### config.mk
export PLATFORM = sky130hd
export DESIGN_NAME = mux_8to1
export DESIGN_NICKNAME = d
export VERILOG_FILES = /design/src/rtl/mux_8to1.sv
export SDC_FILE = /design/constraint.sdc
export NUM_CORES = 1
export LEC_CHECK = 0
export BUFFER_PORTS_ARGS = -buffer_cell sky130_fd_sc_hd__buf_4
export CAP_MARGIN = 20
export CORE_AREA = 5 5 42 44
export CTS_BUF_LIST = sky130_fd_sc_hd__clkbuf_2
export DETAILED_ROUTE_END_ITERATION = 10
export DIE_AREA = 0 0 47 49
export PLACE_DENSITY = 0.44
export SYNTH_ARGS = -nofsm -noshare
export SYNTH_HDL_FRONTEND = slang
export SYNTH_SLANG_ARGS = --single-unit
### constraint.sdc
create_clock -name clk -period 2.28 [get_ports clk]
set_clock_uncertainty 0.05 [all_clocks]
set_input_delay 0.456 -clock clk [delete_from_list [all_inputs] [get_ports clk]]
set_output_delay 0.456 -clock clk [all_outputs]
set_load 0.02 [all_outputs]
### src/rtl/mux_8to1.sv
// rtl/mux_8to1.sv - 8-lane selector with registered (default) or combinational output.
module mux_8to1 #(
   parameter int WIDTH   = 1,
   parameter bit REG_OUT = 1'b1
) (
   input  logic                 clk,
   input  logic                 rst_n,
   input  logic [8*WIDTH-1:0]   in,
   input  logic [2:0]           sel,
   input  logic                 in_valid,
   output logic [WIDTH-1:0]     out,
   output logic                 out_valid,
   output logic [2:0]           sel_q
);

   logic [WIDTH-1:0] lane_sel;

   always_comb begin
      case (sel)
         3'd0:    lane_sel = in[0*WIDTH +: WIDTH];
         3'd1:    lane_sel = in[1*WIDTH +: WIDTH];
         3'd2:    lane_sel = in[2*WIDTH +: WIDTH];
         3'd3:    lane_sel = in[3*WIDTH +: WIDTH];
         3'd4:    lane_sel = in[4*WIDTH +: WIDTH];
         3'd5:    lane_sel = in[5*WIDTH +: WIDTH];
         3'd6:    lane_sel = in[6*WIDTH +: WIDTH];
         3'd7:    lane_sel = in[7*WIDTH +: WIDTH];
         default: lane_sel = in[0*WIDTH +: WIDTH];
      endcase
   end

   generate
      if (REG_OUT) begin : g_reg
         logic [WIDTH-1:0] out_q, out_d;
         logic [2:0]       sel_q_q, sel_q_d;
         logic             valid_q, valid_d;

         // Data and select hold across invalid cycles; only valid drops.
         always_comb begin
            out_d   = out_q;
            sel_q_d = sel_q_q;
            valid_d = in_valid;
            if (in_valid) begin
               out_d   = lane_sel;
               sel_q_d = sel;
            end
         end

         always_ff @(posedge clk or negedge rst_n) begin
            if (!rst_n) begin
               out_q   <= '0;
               sel_q_q <= '0;
               valid_q <= 1'b0;
            end else begin
               out_q   <= out_d;
               sel_q_q <= sel_q_d;
               valid_q <= valid_d;
            end
         end

         assign out       = out_q;
         assign sel_q     = sel_q_q;
         assign out_valid = valid_q;
      end else begin : g_comb
         logic unused_clk_rst;
         assign unused_clk_rst = &{1'b0, clk, rst_n};

         assign out       = lane_sel;
         assign sel_q     = sel;
         assign out_valid = in_valid;
      end
   endgenerate

endmodule

==> flow_summary.json <==
{
  "cts-root-buf": "clkbuf_2",
  "crit_path_top_delay_cell": "dfrtp_1",
  "switching_share_pct": 28.2,
  "tightest_slew_ns": 0.133,
  "grt_pass1_vias": 236,
  "vias_per_cell": 4.05,
  "path_delay_family": "flip-flops",
  "portBuffers": 18,
  "cp-start-kind": "flip-flop",
  "cp-end-kind": "primary output",
  "crit_required_ns": 1.77,
  "crit_path_max_fanout": 2,
  "placed_area_um2": 392,
  "first_iter_violations": 0,
  "seq_area_frac_synth_pct": 52.9,
  "io_pins": 19,
  "finalWirelength_um": 760,
  "sequentialPowerShare_pct": 40.4,
  "grt_max_degree": 9,
  "gp_congestion": 0.758,
  "antenna_left": 0,
  "max_clock_freq_ghz": 0.790,
  "drcViolationCount": 0,
  "synth_area_leader_cell": "dfrtp_1",
  "ys_ff_latch": 5,
  "hold_path_class": "input pin to flip-flop",
  "finalPower_mw": 0.252,
  "drv_slew": 0,
  "core_um2": 1400,
  "drtPass1Iterations": 1,
  "wl_per_cell_um": 13.3,
  "drive_gt1_share_pct": 63.4,
  "finalNonFillerCells": 57,
  "cts_buffers": 3,
  "fillers": 157,
  "place_inst": 52,
  "slew_headroom_pct": 90.9,
  "setup_viol": 0,
  "grt_pass1_wl_um": 1060,
  "synth_cell_types": 11,
  "initial_core_util_pct": 16.9,
  "critPathKind": "flip-flop to primary output",
  "syn_to_final_growth_pct": 78.3,
  "antenna_found_initial": 0,
  "hold_violations": 0,
  "vias": 231,
  "grt-ovfl-total": 0,
  "critPathBufInv": 1,
  "dpl_worst_slack_ns": 0.839,
  "cp.arrival_ns": 0.76,
  "final_nets": 56,
  "hold_ws_ns": 0.360,
  "p_per_area_nw_per_um2": 598,
  "rsz0062_at_grt": "false",
  "final.setup.tns_ns": 0,
  "cp_cell_sequence": "buf_4",
  "cts.sinks": 5,
  "setup_ws_ns": 1.01,
  "layout_min_cycle_time_ns": 1.27,
  "n_antenna_cell": 0,
  "maxCapViolations": 0,
  "ys_warn_count": 0,
  "dieArea_um2": 2300,
  "period_share_pct": 55.5,
  "cpPeakStageDelay_ns": 0.38,
  "ir_drop_mv": 0.233,
  "power_frac_comb_pct": 25.9,
  "synthCells": 18,
  "leakagePower_nw": 0.208,
  "p_int_mw": 0.181,
  "synth_top_cell_area_share_pct": 52.9,
  "syn_nets": 32,
  "rows": 14,
  "outcome": "complete, no violations",
  "final_core_util_pct": 30.1,
  "fp.dieW_um": 47,
  "cts_max_path_buffers": 2,
  "htreeDepth": 1,
  "synth_area_leaders": "dfrtp_1 (53%), mux2_2 (14%), mux4_2 (9.5%)",
  "worst_skew_pair.late_latency_ns": 0.22,
  "power.share.clock_pct": 33.7,
  "die_y_um": 49,
  "cts_tree": "yes",
  "clk_pin_slew_ns": 0.06,
  "grt_util_all_layers_pct": 6.93,
  "stdcell_area_um2": 422,
  "synth.cell_area_um2": 236,
  "p_sw_mw": 0.0711,
  "synth_area_per_cell_um2": 13.1,
  "cts_resized": 0
}
==> kinds of logic (layout without fill, tap and decap cells) <==
| logic type | count (synthesis) | count (layout) | share of synthesized area (%) |
|---|---|---|---|
| AOI/OAI and AO/OA | 1 | 1 | 2.11 |
| buffers and inverters | 1 | 24 | 1.59 |
| DFF | 5 | 5 | 52.9 |
| and+or+nand+nor | 6 | 6 | 15.3 |
| muxes | 5 | 5 | 28.0 |
==> final timing paths <==
path / from / end / slack, ns / depth (start not counted)
max in group asynchronous: rst_n / out$_DFFE_PN0P_ / 1.56 / 2
min in group asynchronous: rst_n / out_valid$_DFF_PN0_ / 0.51 / 2
worst min register to register: sel_q[1]$_DFFE_PN0P_ / sel_q[1]$_DFFE_PN0P_ / 0.46 / 1
worst min-delay path: in_valid / out_valid$_DFF_PN0_ / 0.36 / 1
worst max register to register: sel_q[0]$_DFFE_PN0P_ / sel_q[0]$_DFFE_PN0P_ / 1.48 / 1
worst max-delay path: sel_q[0]$_DFFE_PN0P_ / sel_q[0] / 1.01 / 1
==> flip-flops by register name (all words and copies together) (netlist names) <==
| signal | count |
|---|---|
| out_valid | 1 |
| sel_q | 3 |
| out | 1 |
==> cells in the final DEF, fill, tap and decap left out <==
cell            n
buf_4          18
dfrtp_1         5
clkbuf_2        4
mux2_2          3
nand4_1         2
inv_1           1
nand2_1         1
o21ai_0         1
mux4_2          1
nand3b_1        1
mux2i_1         1
or3_1           1
nand2b_1        1
dlygate4sd3_1   1
==> cell usage after synthesis <==
library cell,n
nand3b_1,1
nand2b_1,1
o21ai_0,1
mux2i_1,1
or3_1,1
nand4_1,2
nand2_1,1
mux4_2,1
mux2_2,3
dfrtp_1,5
inv_1,1
==> what timing repair did <==
action | 4_1_cts | 5_1_grt
hold buffers | 1 | 0
buffers inserted | 0 | 0
hold endpoints to repair | 5 | 0
==> per-layer routing <==
metal  up-vias  track usage (%)  part of all wire [%]
met5         -                0                     0
met4         0             5.53                     0
met3         0             4.43                    19
met2        19             8.14                    38
met1        98             8.46                    43
li1        114                -                     -
==> layout make-up <==
cell class / count / area, um2 / area share, %
clock buffer: 4 / 20.0 / 4.75
inverter: 1 / 3.75 / 0.890
multi-input combinational: 12 / 108 / 25.5
sequential: 5 / 125 / 29.7
tap: 16 / 20.0 / 4.75
timing repair buffer: 19 / 145 / 34.4
==> power by group through the flow <==
| stage | combinational (mW) | sequential, mW | clock (mW) |
|---|---|---|---|
| after floorplan | 0.0145 | 0.114 | 0 |
| after global placement | 0.0643 | 0.103 | 0 |
| after detailed placement | 0.0652 | 0.103 | 0 |
| after CTS | 0.0668 | 0.102 | 0.0888 |
| after global routing | 0.0709 | 0.103 | 0.0921 |
| final | 0.0652 | 0.102 | 0.0850 |
Power figures use the tool's default switching activity.
